### config.mk
export PLATFORM = sky130hd
export DESIGN_NAME = fetch_unit
export DESIGN_NICKNAME = d
export VERILOG_FILES = /design/src/rtl/fetch_unit.sv
export SDC_FILE = /design/constraint.sdc
export NUM_CORES = 1
export LEC_CHECK = 0
export BUFFER_PORTS_ARGS = -buffer_cell sky130_fd_sc_hd__clkbuf_2
export CAP_MARGIN = 25
export CORE_MARGIN = 2
export CORE_UTILIZATION = 41
export CTS_CLUSTER_DIAMETER = 120
export DETAILED_ROUTE_END_ITERATION = 6
export PLACE_DENSITY = 0.76
export SYNTH_ARGS = -nofsm -noshare
export SYNTH_HDL_FRONTEND = slang
export SYNTH_SLANG_ARGS = --single-unit
### constraint.sdc
create_clock -name clk -period 2 [get_ports clk]
set_input_delay 0.6 -clock clk [delete_from_list [all_inputs] [get_ports clk]]
set_output_delay 0.6 -clock clk [all_outputs]
set_load 0.01 [all_outputs]
### src/rtl/fetch_unit.sv
//==============================================================================
// fetch_unit : owns the PC, runs the imem request/ready handshake, holds the
//              fetched instruction for the decoder.             Rev 1.0
//==============================================================================
`default_nettype none

module fetch_unit #(
   parameter logic [31:0] RESET_PC  = 32'h0000_0000,
   parameter logic [31:0] NOP_INSTR = 32'h0000_0013
) (
   input  logic        clk,
   input  logic        rst,
   output logic        imem_req,
   output logic [31:0] imem_addr,
   input  logic        imem_ready,
   input  logic [31:0] imem_rdata,
   input  logic        stall,
   input  logic        take_branch,
   input  logic [31:0] branch_target,
   output logic [31:0] instr,
   output logic [6:0]  op,
   output logic [2:0]  func3,
   output logic [6:0]  func7,
   output logic [31:0] pc,
   output logic [31:0] pc_plus4,
   output logic        instr_valid,
   output logic        misaligned
);

   typedef enum logic [1:0] {
      IDLE = 2'd0,
      REQ  = 2'd1,
      HOLD = 2'd2,
      HALT = 2'd3
   } state_t;

   state_t      state_q;
   logic [31:0] pc_q;
   logic [31:0] instr_q;
   logic        req_q;
   logic        valid_q;
   logic        mis_q;
   logic [31:0] pc_inc_d;

   assign pc_inc_d = pc_q + 32'd4;

   always_ff @(posedge clk) begin
      if (rst) begin
         state_q <= IDLE;
         pc_q    <= RESET_PC;
         instr_q <= NOP_INSTR;
         req_q   <= 1'b0;
         valid_q <= 1'b0;
         mis_q   <= 1'b0;
      end else begin
         case (state_q)
            IDLE: begin
               state_q <= REQ;
               req_q   <= 1'b1;
            end
            REQ: begin
               if (imem_ready) begin
                  instr_q <= imem_rdata;
                  valid_q <= 1'b1;
                  req_q   <= 1'b0;
                  state_q <= HOLD;
               end
            end
            HOLD: begin
               // Branch inputs are only meaningful once downstream releases us.
               if (!stall) begin
                  valid_q <= 1'b0;
                  instr_q <= NOP_INSTR;
                  if (!take_branch) begin
                     pc_q    <= pc_inc_d;
                     req_q   <= 1'b1;
                     state_q <= REQ;
                  end else if (branch_target[1:0] == 2'b00) begin
                     pc_q    <= branch_target;
                     req_q   <= 1'b1;
                     state_q <= REQ;
                  end else begin
                     mis_q   <= 1'b1;
                     state_q <= HALT;
                  end
               end
            end
            HALT: begin
               state_q <= HALT;
            end
            default: begin
               state_q <= IDLE;
               req_q   <= 1'b0;
            end
         endcase
      end
   end

   // instr_q is reloaded with NOP_INSTR whenever nothing is held, so the
   // field slices read as the NOP fields without extra muxing.
   assign imem_req    = req_q;
   assign imem_addr   = pc_q;
   assign instr       = instr_q;
   assign op          = instr_q[6:0];
   assign func3       = instr_q[14:12];
   assign func7       = instr_q[31:25];
   assign pc          = pc_q;
   assign pc_plus4    = pc_inc_d;
   assign instr_valid = valid_q;
   assign misaligned  = mis_q;

endmodule

`default_nettype wire
# After elaboration in Yosys (flattened, before gate mapping)
# Index checks and enable logic that the tools add are counted.
[op_classes]
n_mux = 18
addsub = 1
eq_ne = 7
n_bitwise = 2
reduce_logical = 9
[ops]
columns = ["operator", "count"]
rows = [
  ["2-to-1 mux 32 bit", 4],
  ["case mux 32 bit (2 select lines)", 1],
  ["adder 32 x 3 -> 32 bit, second input constant", 1],
  ["2-to-1 mux 2 bit", 4],
  ["case mux 2 bit (4 select lines)", 1],
  ["AND reduction 4 bit", 2],
  ["2-to-1 mux 1 bit", 6],
  ["AND reduction 3 bit", 2],
  ["== test 2 bit, second input constant", 2],
  ["zero test 2 bit", 2],
  ["!= test 2 bit, second input constant", 2],
  ["!= test 3 bit, second input constant", 1],
  ["case mux 1 bit (3 select lines)", 1],
  ["nonzero test 3 bit", 1],
  ["== test 2 x 1 -> 1 bit, second input constant", 1],
  ["!= test 2 x 1 -> 1 bit, second input constant", 1],
  ["inverter 1 bit", 2],
  ["case mux 1 bit (2 select lines)", 1],
  ["AND reduction 2 bit", 1],
  ["nonzero test 2 bit", 1],
]
[word_totals]
in_bits = 69
output_inout_bits = 148
register_bits = 69
word_cells = 43

# Logic depth before layout (Yosys ltp)
# Gate-level depths: netlist (run 1).
[depth]
ltp_word = 5
ltp_mapped = 7
mapped_depth_nobuf = 6

# Worst setup path after synthesis (run 1)
# Ideal clock, no wire load.
[synth_path]
kind = "reg2out"
from = "register pc_q[15], in the netlist imem_addr[15]"
to = "output port pc_plus4[31]"
path_stages_with_launch = 6
t_required_ns = 1.400
path_buffers = 1
path_slack_ns = -0.207
arrival_time_ns = 1.607
path_cell_list = "dfxtp_1 > nand4_2 > nor2_1 > clkbuf_1 > nand4_1 > xnor2_1"
[synth_via]
elab_chain_len = 1
[synth_lines]
columns = ["element", "line_no", "rtl"]
rows = [
  ["from (decl)", "38", "logic [31:0] pc_q;"],
  ["from (signal assigned)", "75", "pc_q <= pc_inc_d;"],
  ["from (signal assigned)", "79", "pc_q <= branch_target;"],
  ["adder 32 x 3 -> 32 bit", "45", "assign pc_inc_d = pc_q + 32'd4;"],
  ["to (decl)", "25", "output logic [31:0] pc_plus4,"],
]
# No other way between the ends.

# Final worst setup path (run 1)
[layout_path]
from = "register pc_q[11], in the netlist imem_addr[11]"
to = "output port pc_plus4[31]"
# The elaborated chain is that of the path after synthesis.

==> insert_results.sql, run 1 <==
INSERT INTO impl_metrics (metric_group, metric, value, unit) VALUES
('outcome', 'status', 'finished with violations', ''),
('outcome', 'violated_checks', 'negative setup slack', ''),
('worst_setup_path', 'worst_r2r_endpoint', 'imem_addr[26]$_SDFFE_PP0P_', ''),
('global_routing', 'grt.total_usage', '25.6', '%'),
('clock_tree', 'clock_input_transition_at_the_sequential_cells_of_the_worst_setup_and_hold_paths', '0.09', 'ns'),
('worst_setup_path', 'worst_path_max_delay_cell', 'sky130_fd_sc_hd__dfxtp_2', ''),
('global_routing', 'grt_pass1_vias', '4381', ''),
('pwr', 'power.share.sequential', '48.2', '%'),
('worst_setup_path', 'crit_required', '1.40', 'ns'),
('timing', 'max_clock_freq', '406', 'MHz'),
('timing', 'finalHoldViolCount', '0', ''),
('worst_setup_path', 'crit_path_max_incr_delay', '0.37', 'ns'),
('floorplanning', 'core-area', '0.00924', 'mm^2'),
('worst_setup_path', 'critical_path.endpoint_type', 'primary output', ''),
('logic_synthesis', 'netlist.area_leader.share', '35.5', '%'),
('floorplanning', 'die_width', '101', 'um'),
('final_layout', 'fill_cells', '753', ''),
('global_routing', 'grt_start_max_net_pins', '47', ''),
('clock_tree', 'clock_tree.buffer_depth', '2', ''),
('pwr', 'p_switching', '0.831', 'mW'),
('worst_setup_path', 'critPathArrivalTime', '1.87', 'ns'),
('timing', 'post-route-worst-setup-slack', '-0.466', 'ns'),
('place', 'gp_routability_congestion', '0.897', ''),
('clock_tree', 'clock_tree.htree_level_count', '3', ''),
('clock_tree', 'cts-buffers-inserted', '9', ''),
('logic_synthesis', 'syn-cell-area', '0.00389', 'mm^2'),
('routing', 'routed_wirelength', '14.3', 'mm'),
('clock_tree', 'clock_tree.root_cell', 'sky130_fd_sc_hd__clkbuf_8', ''),
('routing', 'detail_route.wl_per_cell', '16.2', 'um'),
('routing', 'drc_violations_left', '0', ''),
('pwr', 'comb_power_share', '13.2', '%'),
('clock_tree', 'postCtsHoldBufs', '0', ''),
('worst_setup_path', 'critical_path_peak_fanout', '5', ''),
('place', 'placedCellCount', '829', ''),
('logic_synthesis', 'synth-edff-count', '0', ''),
('pwr', 'clock_power_share', '38.6', '%'),
('logic_synthesis', 'synth_async_sr_flop_share', '0', '%'),
('hold_path', 'min_path_type', 'input port to flip-flop', ''),
('worst_setup_path', 'worstPathCellList', 'nand4_4, buf_6, nor4_4, buf_6, nand4_1, xnor2_2, buf_2', ''),
('routing', 'routed-via-count', '4679', ''),
('routing', 'ant_nets', '0', ''),
('place', 'count_of_input_and_output_buffers', '216', ''),
('worst_setup_path', 'worst-r2r-setup-slack', '-0.05', 'ns'),
('logic_synthesis', 'synth_area_leader_cell', 'sky130_fd_sc_hd__dfxtp_1', ''),
('pwr', 'power_report.internal_total', '2.17', 'mW'),
('job', 'drv.max_cap_violation_count', '0', ''),
('timing', 'final_max_slew_viol_count', '0', ''),
('worst_setup_path', 'cp_common_cell', 'sky130_fd_sc_hd__buf_6', ''),
('place', 'postPlaceCellArea', '0.00545', 'mm^2'),
('logic_synthesis', 'synthesis.instances', '474', ''),
('logic_synthesis', 'synth_area_per_cell', '8.20', 'um^2'),
('floorplanning', 'start_util', '42.1', '%'),
('global_routing', 'first_pass_grt_wire_length', '21.1', 'mm'),
('timing', 'finalSetupViolCount', '26', ''),
('final_layout', 'finish.instance_area', '0.00630', 'mm^2'),
('logic_synthesis', 'synth_nets', '544', ''),
('final_layout', 'areaGrowthSynthToFinish', '62.0', '%'),
('logic_synthesis', 'ys_warn_count', '0', ''),
('final_layout', 'final_nets', '816', ''),
('timing', 'timing.final.crit_share', '123', '%'),
('timing', 'timing_worst_slew_pin_value', '0.697', 'ns'),
('pwr', 'power_switching_share', '27.7', '%'),
('pwr', 'power.density_cell_area', '477', 'mW/mm^2'),
('timing', 'clock_skew', '0.0183', 'ns'),
('clock_tree', 'clk_latency', '0.35', 'ns'),
('worst_setup_path', 'path_class', 'flip-flop to primary output', ''),
('floorplanning', 'num_io_pins', '217', ''),
('hold_path', 'min_from', 'branch_target[23]', ''),
('routing', 'detail_route.vias_per_cell', '5.32', ''),
('global_routing', 'antenna_found_initial', '0', ''),
('logic_synthesis', 'synth_top_flop_cell', 'sky130_fd_sc_hd__dfxtp_1', '');
==> repair_timing <==
action                                  4_1_cts  5_1_grt
buffers inserted                             16       23
pin swaps                                    26       30
resized for setup                            55       56
endpoints found under the setup margin       26       27
==> placed cells by master (no fill, tap or decap), types with 7 or more instances in the layout <==
cell,netlist,routed
sky130_fd_sc_hd__a21oi_1,14,14
sky130_fd_sc_hd__a22oi_1,34,34
sky130_fd_sc_hd__a31oi_1,18,18
sky130_fd_sc_hd__buf_2,10,24
sky130_fd_sc_hd__buf_4,53,98
sky130_fd_sc_hd__buf_6,0,26
sky130_fd_sc_hd__clkbuf_2,0,192
sky130_fd_sc_hd__clkbuf_8,0,9
sky130_fd_sc_hd__dfxtp_1,69,45
sky130_fd_sc_hd__dfxtp_2,0,20
sky130_fd_sc_hd__nand2_1,35,30
sky130_fd_sc_hd__nand3_1,21,9
sky130_fd_sc_hd__nand3_4,1,8
sky130_fd_sc_hd__nand4_1,7,7
sky130_fd_sc_hd__nor2_1,51,42
sky130_fd_sc_hd__nor2_2,2,7
sky130_fd_sc_hd__nor3_1,9,7
sky130_fd_sc_hd__o21ai_0,8,8
sky130_fd_sc_hd__o21ai_1,13,13
sky130_fd_sc_hd__xnor2_1,20,7
sky130_fd_sc_hd__xnor2_2,0,13
sky130_fd_sc_hd__xor2_1,8,7
==> cell families after synthesis <==
kind of cell               share of synthesized area [%]
AOI/OAI and AO/OA                                   20.4
xor gates and xnor gates                            6.31
adders and majority gates                          0.322
buffers and inverters                               14.0
DFF                                                 35.5
and+or+nand+nor                                     23.4
==> layout make-up <==
type	count	area, um^2	share of cell area (%)
repair buffers	342	2140	34.0
clock buffers	9	124	1.97
inverters	8	30.0	0.477
well taps	129	161	2.56
flip-flops and latches	69	1420	22.6
clock inverters	7	73.8	1.17
multi-input cells	316	2340	37.2
==> sequential cells by signal, indices dropped and copies added (netlist names) <==
signal / count
instr: 32
misaligned: 1
imem_addr: 32
imem_req: 1
state_q: 2
instr_valid: 1
==> cells in the mapped netlist (all sizes together), types with 2 or more instances <==
master and n:
dfxtp 69, o22ai 4, nand4 9, buf 64
xor2 8, nor3 12, nor4 4, o311ai 3
a21oi 14, a22o 3, and3 4, a22oi 34
or3 4, o21ai 21, a21o 3, nand2 35
clkbuf 17, nand2b 4, nor3b 5, or3b 2
and2 4, nor2 55, nand3 23, a31oi 18
a221o 2, a221oi 4, xnor2 20, o211ai 3
or2 3, o2bb2ai 2, inv 8
==> through the flow <==
stage / total power, mW / setup WS, ns
detailed placement: 1.86 / -0.268
global route: 3.11 / -0.552
floorplan: 1.69 / -0.0157
CTS: 3.00 / -0.427
global placement: 1.85 / -0.140
finish: 3.00 / -0.466
==> worst max-delay path by stage <==
stage,startpoint,cells past startpoint,end
3_3_place_gp,take_branch,7,imem_addr[27]$_SDFFE_PP0P_
3_5_place_dp,stall,7,instr[16]$_SDFFE_PP0P_
6_report,imem_addr[11]$_SDFFE_PP0P_,7,pc_plus4[31]
5_1_grt,imem_addr[12]$_SDFFE_PP0P_,7,pc_plus4[31]
2_1_floorplan,imem_addr[7]$_SDFFE_PP0P_,6,pc_plus4[31]
4_1_cts,imem_addr[12]$_SDFFE_PP0P_,5,pc_plus4[25]
==> worst reg2reg max path, stage by stage (launching register included) <==
cell and delay, ns:
sky130_fd_sc_hd__dfxtp_2 0.37, sky130_fd_sc_hd__nand4_4 0.14, sky130_fd_sc_hd__buf_6 0.16, sky130_fd_sc_hd__nor2_4 0.19
sky130_fd_sc_hd__nand3_4 0.19, sky130_fd_sc_hd__buf_4 0.19, sky130_fd_sc_hd__buf_4 0.13, sky130_fd_sc_hd__or4_1 0.46
sky130_fd_sc_hd__a31oi_1 0.16
==> routing by layer <==
metal | global-route usage, % | vias to the layer above | routed length, um
met4 | 9.04 | 0 | 291
met2 | 45.9 | 244 | 7280
met1 | 30.3 | 2213 | 5600
li1 | - | 2193 | -
met3 | 5.04 | 29 | 1110
met5 | 0 | - | 0
==> power by group through the flow <==
stage	logic [mW]	registers (mW)	clock network, mW
after detailed placement	0.382	1.48	0
after floorplan	0.187	1.50	0
after global placement	0.373	1.48	0
after CTS	0.385	1.45	1.17
after global routing	0.431	1.45	1.22
final	0.397	1.45	1.16
(Power assumes the default switching activity.)
==> run 2, diff against run 1 <==
--- a/config.mk
+++ b/config.mk
@@ -5,7 +5,7 @@
 export SDC_FILE = /design/constraint.sdc
 export NUM_CORES = 1
 export LEC_CHECK = 0
-export BUFFER_PORTS_ARGS = -buffer_cell sky130_fd_sc_hd__clkbuf_2
+export BUFFER_PORTS_ARGS = -buffer_cell sky130_fd_sc_hd__buf_4
 export CAP_MARGIN = 25
 export CORE_MARGIN = 2
 export CORE_UTILIZATION = 41
==> run 2 against run 1 <==
The run still ends with negative setup slack left. Sequential share of layout area is 1.5 points lower. Critical path depth is 1 lower. Die area stayed put. Flip-flop and latch count stayed put. Global-route usage is 0.38 points higher. Sequential power hardly changed. Wire length hardly changed. Design area is 7.0% higher. Largest cell class is now non-clock buffers.
==> insert_results.sql, run 2 (same netlist as run 1, synthesis figures left out) <==
INSERT INTO impl_metrics (metric_group, metric, value, unit) VALUES
('outcome', 'status', 'finished with violations', ''),
('outcome', 'violated_checks', 'negative setup slack', ''),
('worst_setup_path', 'critical_path_peak_fanout', '4', ''),
('timing', 'setup-tns-final', '-8.69', 'ns'),
('timing', 'timing_worst_slew_pin_value', '0.514', 'ns'),
('clock_tree', 'cts-buffers-inserted', '9', ''),
('timing', 'hold-worst-slack', '0.455', 'ns'),
('worst_setup_path', 'path_class', 'flip-flop to primary output', ''),
('global_routing', 'grt_overflow_total', '0', ''),
('routing', 'drt_iter0_drc', '246', ''),
('floorplanning', 'core.rowCount', '35', ''),
('timing', 'max_clock_freq', '408', 'MHz'),
('pwr', 'power_leakage', '3.24', 'nW'),
('routing', 'routed_wirelength', '14.3', 'mm'),
('global_routing', 'first_pass_grt_wire_length', '21.1', 'mm'),
('global_routing', 'grt.total_usage', '26.0', '%'),
('place', 'gp_routability_congestion', '0.882', ''),
('clock_tree', 'tritoncts', 'yes', ''),
('hold_path', 'min_from', 'branch_target[23]', ''),
('final_layout', 'drive_above_1_share', '58.5', '%'),
('place', 'dpl.hpwl', '10.1', 'mm'),
('job', 'drv.max_cap_violation_count', '0', ''),
('worst_setup_path', 'critical_path.endpoint_type', 'primary output', ''),
('pwr', 'power.density_cell_area', '459', 'mW/mm^2'),
('place', 'count_of_input_and_output_buffers', '216', ''),
('final_layout', 'layout.cells.most_common', 'sky130_fd_sc_hd__buf_4', ''),
('timing', 'finalCriticalPeriod', '2.45', 'ns'),
('clock_tree', 'clock_tree.htree_level_count', '3', ''),
('worst_setup_path', 'crit_required', '1.40', 'ns'),
('timing', 'clock_skew', '0.00914', 'ns'),
('final_layout', 'antennaDiodeCount', '0', ''),
('timing', 'timing.max_slew.rel_slack', '65.7', '%'),
('final_layout', 'final_nets', '802', ''),
('routing', 'detail_route.wl_per_cell', '16.5', 'um'),
('floorplanning', 'core-area', '0.00924', 'mm^2'),
('final_layout', 'areaGrowthSynthToFinish', '73.4', '%'),
('routing', 'detail_route.vias_per_cell', '5.34', ''),
('clock_tree', 'clock_tree.root_cell', 'sky130_fd_sc_hd__clkbuf_8', ''),
('routing', 'firstDrtPassIters', '5', ''),
('worst_setup_path', 'worst_r2r_endpoint', 'imem_addr[26]$_SDFFE_PP0P_', ''),
('worst_setup_path', 'worstRegToRegCells', '8', ''),
('timing', 'timing.final.crit_share', '123', '%'),
('clock_tree', 'cts_num_sinks', '69', ''),
('timing', 'post-route-worst-setup-slack', '-0.453', 'ns'),
('hold_path', 'worstHoldPathCells', '3', ''),
('final_layout', 'layout_common_cells', 'sky130_fd_sc_hd__buf_4 (306), sky130_fd_sc_hd__dfxtp_1 (46), sky130_fd_sc_hd__nor2_1 (41), sky130_fd_sc_hd__a22oi_1 (34), sky130_fd_sc_hd__nand2_1 (30)', ''),
('place', 'detailedPlace.worstSlack', '-0.270', 'ns'),
('timing', 'final_max_slew_viol_count', '0', ''),
('final_layout', 'finish.instance_area', '0.00674', 'mm^2'),
('routing', 'routed-via-count', '4625', ''),
('routing', 'ant_nets', '0', ''),
('worst_setup_path', 'worst-r2r-setup-slack', '-0.11', 'ns'),
('worst_setup_path', 'critPathArrivalTime', '1.85', 'ns'),
('pwr', 'vdd_ir_drop_max', '0.000434', 'V'),
('hold_path', 'min_path_type', 'input port to flip-flop', ''),
('worst_setup_path', 'reg2reg_from', 'imem_addr[9]$_SDFFE_PP0P_', ''),
('clock_tree', 'clk_latency', '0.35', 'ns'),
('global_routing', 'grt_pass1_vias', '4321', ''),
('worst_setup_path', 'critPathLaunchType', 'flip-flop', ''),
('floorplanning', 'die_width', '101', 'um'),
('timing', 'unrepaired_setup_endpoints_after_global_routing', 'true', ''),
('timing', 'finalHoldViolCount', '0', ''),
('global_routing', 'grt_start_max_net_pins', '39', ''),
('clock_tree', 'clock_input_transition_at_the_sequential_cells_of_the_worst_setup_and_hold_paths', '0.08', 'ns'),
('floorplanning', 'floorplan.die_area', '0.0103', 'mm^2'),
('routing', 'drc_violations_left', '0', ''),
('hold_path', 'hold-path-endpoint', 'imem_addr[23]$_SDFFE_PP0P_', ''),
('floorplanning', 'start_util', '42.1', '%'),
('clock_tree', 'clock_tree.buffer_depth', '2', ''),
('global_routing', 'antenna_found_initial', '0', ''),
('timing', 'finalSetupViolCount', '26', ''),
('floorplanning', 'dieHeight', '101', 'um'),
('place', 'postPlaceCellArea', '0.00595', 'mm^2'),
('floorplanning', 'num_io_pins', '217', '');
[run 2: cell count changes in the layout (fill, tap and decap cells not counted), sizes merged]
cell | before | now
clkinvlp | 1 | 2
buf | 150 | 328
clkbuf | 201 | 10
inv | 9 | 10
clkinv | 4 | 1
[run 2: through the flow]
stage / cells / total power, mW / util, %
after floorplan: 474 / 1.69 / -
after global placement: 823 / 1.92 / 64.4
after detailed placement: 823 / 1.93 / 64.4
after CTS: 856 / 3.10 / 70.5
after global routing: 866 / 3.21 / 73.0
final: 866 / 3.10 / 73.0
[run 2: worst max-delay path, cell delays in order (launching register included)]
cell and delay, ns:
sky130_fd_sc_hd__dfxtp_2 0.37, sky130_fd_sc_hd__nand4_4 0.19, sky130_fd_sc_hd__nor4_4 0.37, sky130_fd_sc_hd__buf_4 0.19, sky130_fd_sc_hd__nand3_2 0.08, sky130_fd_sc_hd__xnor2_1 0.16
sky130_fd_sc_hd__buf_4 0.14
[run 2: report_power, final]
part | switching, mW | total, mW | internal [mW]
Clock | 0.597 | 1.18 | 0.588
Sequential | 0.0357 | 1.45 | 1.41
Combinational | 0.215 | 0.463 | 0.248
Total | 0.848 | 3.10 | 2.25
[run 2: area by class of cell]
type                            instances  area (um^2)
Tap cell                              129          161
Clock buffer                           10          128
Sequential cell                        69         1420
Fill cell                             657         2500
Inverter                                8         30.0
Timing Repair Buffer                  328         2570
Clock inverter                          6         71.3
Multi-Input combinational cell        316         2360
[run 2: repair_timing]
action / CTS / global route
setup endpoints to repair: 26 / 29
hold endpoints to repair: 0 / 0
gates resized for setup: 51 / 32
setup buffers: 17 / 12
hold buffers: 0 / 0
pin swaps: 25 / 22
cloned: 0 / 0
[run 2: per-layer routing]
layer / up-vias / share of wire, % / global-route usage [%]
met5: - / 0 / 0
met4: 0 / 1.8 / 8.84
met3: 24 / 8.8 / 5.38
met2: 256 / 51 / 46.9
met1: 2182 / 38 / 30.5
li1: 2163 / - / -
[run 2: worst max path at each step]
| stage | startpoint | endpoint | slack [ns] | depth (start not counted) |
|---|---|---|---|---|
| final | imem_addr[10]$_SDFFE_PP0P_ | pc_plus4[28] | -0.45 | 6 |
| after global routing | imem_addr[10]$_SDFFE_PP0P_ | pc_plus4[28] | -0.53 | 6 |
| after CTS | imem_addr[8]$_SDFFE_PP0P_ | pc_plus4[26] | -0.39 | 7 |
| after detailed placement | stall | instr[5]$_SDFFE_PP0P_ | -0.27 | 7 |
| after global placement | stall | instr[23]$_SDFFE_PP0P_ | -0.13 | 7 |
| after floorplan | imem_addr[7]$_SDFFE_PP0P_ | pc_plus4[31] | -0.02 | 6 |
==> run 3, diff against run 2 <==
==> constraint.sdc (replaced) <==
create_clock -name clk -period 2 [get_ports clk]
set_input_delay 0.2 -clock clk [delete_from_list [all_inputs] [get_ports clk]]
set_output_delay 0.2 -clock clk [all_outputs]
set_load 0.01 [all_outputs]
==> run 3 against run 2 <==
Core utilization fell by 5.2 points. Non-clock buffer count is 36 lower. Worst hold slack worse by 0.40 ns. Clock-buffer cell count shrank 1. Critical path depth is 1 higher. Total power fell by 1.1%. Maximum frequency grew 19%. First-iteration DRC count down 4.1%. The run still ends with negative setup slack left. Worst setup slack gained 0.39 ns. Register-to-register slack better by 0.20 ns. Sequential share of layout area increased by 1.4 points.
==> insert_results.sql, run 3 (same netlist as run 1, synthesis figures left out) <==
INSERT INTO impl_metrics (metric_group, metric, value, unit) VALUES
('global_routing', 'grt_overflow_total', '0', ''),
('timing', 'max_clock_freq', '485', 'MHz'),
('final_layout', 'areaGrowthSynthToFinish', '61.1', '%'),
('timing', 'finalHoldViolCount', '0', ''),
('timing', 'timing.final.crit_share', '103', '%'),
('worst_setup_path', 'worst-r2r-setup-slack', '0.09', 'ns'),
('timing', 'post-route-worst-setup-slack', '-0.0626', 'ns'),
('worst_setup_path', 'worst_setup_path_endpoint', 'pc_plus4[31]', ''),
('routing', 'detail_route.vias_per_cell', '5.42', ''),
('floorplanning', 'core-area', '0.00924', 'mm^2'),
('timing', 'unrepaired_setup_endpoints_after_global_routing', 'true', ''),
('timing', 'clock_skew', '0.0106', 'ns'),
('pwr', 'power_leakage', '2.91', 'nW'),
('place', 'count_of_input_and_output_buffers', '216', ''),
('routing', 'routed_wirelength', '13.7', 'mm'),
('final_layout', 'layout_common_cells', 'sky130_fd_sc_hd__buf_4 (279), sky130_fd_sc_hd__dfxtp_1 (49), sky130_fd_sc_hd__nor2_1 (42), sky130_fd_sc_hd__a22oi_1 (34), sky130_fd_sc_hd__nand2_1 (31)', ''),
('worst_setup_path', 'worst_r2r_endpoint', 'imem_addr[26]$_SDFFE_PP0P_', ''),
('clock_tree', 'clk_latency', '0.35', 'ns'),
('final_layout', 'finish.instance_area', '0.00626', 'mm^2'),
('clock_tree', 'cts_num_sinks', '69', ''),
('final_layout', 'postLayoutCoreUtil', '67.8', '%'),
('timing', 'final_max_slew_viol_count', '0', ''),
('clock_tree', 'clock_tree.root_cell', 'sky130_fd_sc_hd__clkbuf_8', ''),
('routing', 'firstDrtPassIters', '5', ''),
('worst_setup_path', 'crit_required', '1.80', 'ns'),
('global_routing', 'grt.total_usage', '24.7', '%'),
('clock_tree', 'clock_input_transition_at_the_sequential_cells_of_the_worst_setup_and_hold_paths', '0.08', 'ns'),
('job', 'drv.max_cap_violation_count', '0', ''),
('clock_tree', 'clock_tree.buffer_depth', '2', ''),
('final_layout', 'antennaDiodeCount', '0', ''),
('floorplanning', 'dieHeight', '101', 'um'),
('clock_tree', 'tritoncts', 'yes', ''),
('routing', 'routed-via-count', '4501', ''),
('floorplanning', 'floorplan.die_area', '0.0103', 'mm^2'),
('routing', 'drt_iter0_drc', '236', ''),
('timing', 'finalCriticalPeriod', '2.06', 'ns'),
('place', 'postPlaceCellArea', '0.00548', 'mm^2'),
('worst_setup_path', 'critPathLaunchType', 'flip-flop', ''),
('worst_setup_path', 'worstRegToRegCells', '7', ''),
('worst_setup_path', 'startpoint', 'imem_addr[2]$_SDFFE_PP0P_', ''),
('place', 'gp_routability_congestion', '0.884', ''),
('routing', 'ant_nets', '0', ''),
('outcome', 'violated_checks', 'negative setup slack', ''),
('worst_setup_path', 'critical_path.endpoint_type', 'primary output', ''),
('outcome', 'status', 'finished with violations', ''),
('timing', 'finalSetupViolCount', '6', ''),
('place', 'dpl.hpwl', '9.73', 'mm'),
('global_routing', 'grt_pass1_vias', '4062', ''),
('global_routing', 'first_pass_grt_wire_length', '20.1', 'mm'),
('final_layout', 'drive_above_1_share', '54.1', '%'),
('pwr', 'vdd_ir_drop_max', '0.000355', 'V'),
('floorplanning', 'core.rowCount', '35', ''),
('global_routing', 'antenna_found_initial', '0', ''),
('clock_tree', 'clock_tree.htree_level_count', '3', ''),
('pwr', 'power.density_cell_area', '489', 'mW/mm^2'),
('worst_setup_path', 'reg2reg_from', 'imem_addr[10]$_SDFFE_PP0P_', ''),
('floorplanning', 'start_util', '42.1', '%'),
('timing', 'timing_worst_slew_pin_value', '0.589', 'ns'),
('final_layout', 'final_nets', '766', ''),
('hold_path', 'min_path_type', 'input port to flip-flop', ''),
('floorplanning', 'die_width', '101', 'um'),
('final_layout', 'layout.cells.most_common', 'sky130_fd_sc_hd__buf_4', ''),
('routing', 'drc_violations_left', '0', ''),
('worst_setup_path', 'critical_path_peak_fanout', '5', ''),
('worst_setup_path', 'critPathArrivalTime', '1.86', 'ns'),
('timing', 'timing.max_slew.rel_slack', '60.7', '%'),
('global_routing', 'grt_start_max_net_pins', '32', ''),
('floorplanning', 'num_io_pins', '217', ''),
('worst_setup_path', 'path_class', 'flip-flop to primary output', ''),
('routing', 'detail_route.wl_per_cell', '16.4', 'um'),
('clock_tree', 'cts-buffers-inserted', '9', '');
[run 3: metrics by stage]
| step | instances | hold WS [ns] | setup slack [ns] | TNS, ns | power (mW) |
|---|---|---|---|---|---|
| global route | 830 | 0.0570 | -0.176 | -2.23 | 3.20 |
| finish | 830 | 0.0520 | -0.0626 | -0.126 | 3.06 |
| detailed placement | 780 | 0.410 | 0.114 | 0 | 1.92 |
| global placement | 780 | 0.405 | 0.162 | 0 | 1.91 |
| CTS | 809 | 0.0446 | -0.0831 | -0.252 | 3.07 |
| floorplan | 474 | 0.316 | 0.165 | 0 | 1.68 |
[run 3: layer usage]
metal,vias to the layer above,global-route usage (%),wire length [um]
met5,-,0,0
met4,0,10.5,318
met3,31,6.49,1340
met2,266,41.6,6730
met1,2110,29.7,5260
li1,2094,-,-
[run 3: what timing repair did]
action | in CTS | in global routing
hold buffers | 0 | 0
hold endpoints to repair | 0 | 0
gates resized for setup | 37 | 41
setup buffers | 13 | 20
pin swaps | 9 | 20
endpoints found under the setup margin | 15 | 29
[run 3: how the worst min path moves through the flow]
stage,endpoint,cells after the start,slack (ns),start
after global routing,imem_addr[18]$_SDFFE_PP0P_,3,0.06,branch_target[18]
final,imem_addr[18]$_SDFFE_PP0P_,3,0.05,branch_target[18]
after CTS,imem_addr[18]$_SDFFE_PP0P_,3,0.04,branch_target[18]
after floorplan,imem_addr[18]$_SDFFE_PP0P_,2,0.32,branch_target[18]
after global placement,imem_addr[18]$_SDFFE_PP0P_,3,0.41,branch_target[18]
after detailed placement,imem_addr[18]$_SDFFE_PP0P_,3,0.41,branch_target[18]
[run 3: power breakdown]
| group | total, mW | leakage (nW) | internal, mW | switching (mW) |
|---|---|---|---|---|
| registers | 1.45 | 0.570 | 1.42 | 0.0363 |
| logic | 0.448 | 2.24 | 0.238 | 0.210 |
| clock network | 1.16 | 0.0918 | 0.579 | 0.582 |
[run 3: worst max-delay path: stages, from the launching register on]
cell                      delay, ns
sky130_fd_sc_hd__dfxtp_2       0.34
sky130_fd_sc_hd__buf_6         0.12
sky130_fd_sc_hd__nand2_8       0.07
sky130_fd_sc_hd__nor4_4        0.27
sky130_fd_sc_hd__buf_6         0.17
sky130_fd_sc_hd__nand4_1       0.14
sky130_fd_sc_hd__xnor2_1       0.24
sky130_fd_sc_hd__buf_4         0.16
[run 3: final cells by class]
class / instances / area [um^2]
clock buffer: 9 / 124
clock inverter: 7 / 75.1
fill: 681 / 2980
inverter: 8 / 30.0
multi-input combinational: 316 / 2200
sequential: 69 / 1410
tap: 129 / 161
timing repair buffer: 292 / 2260
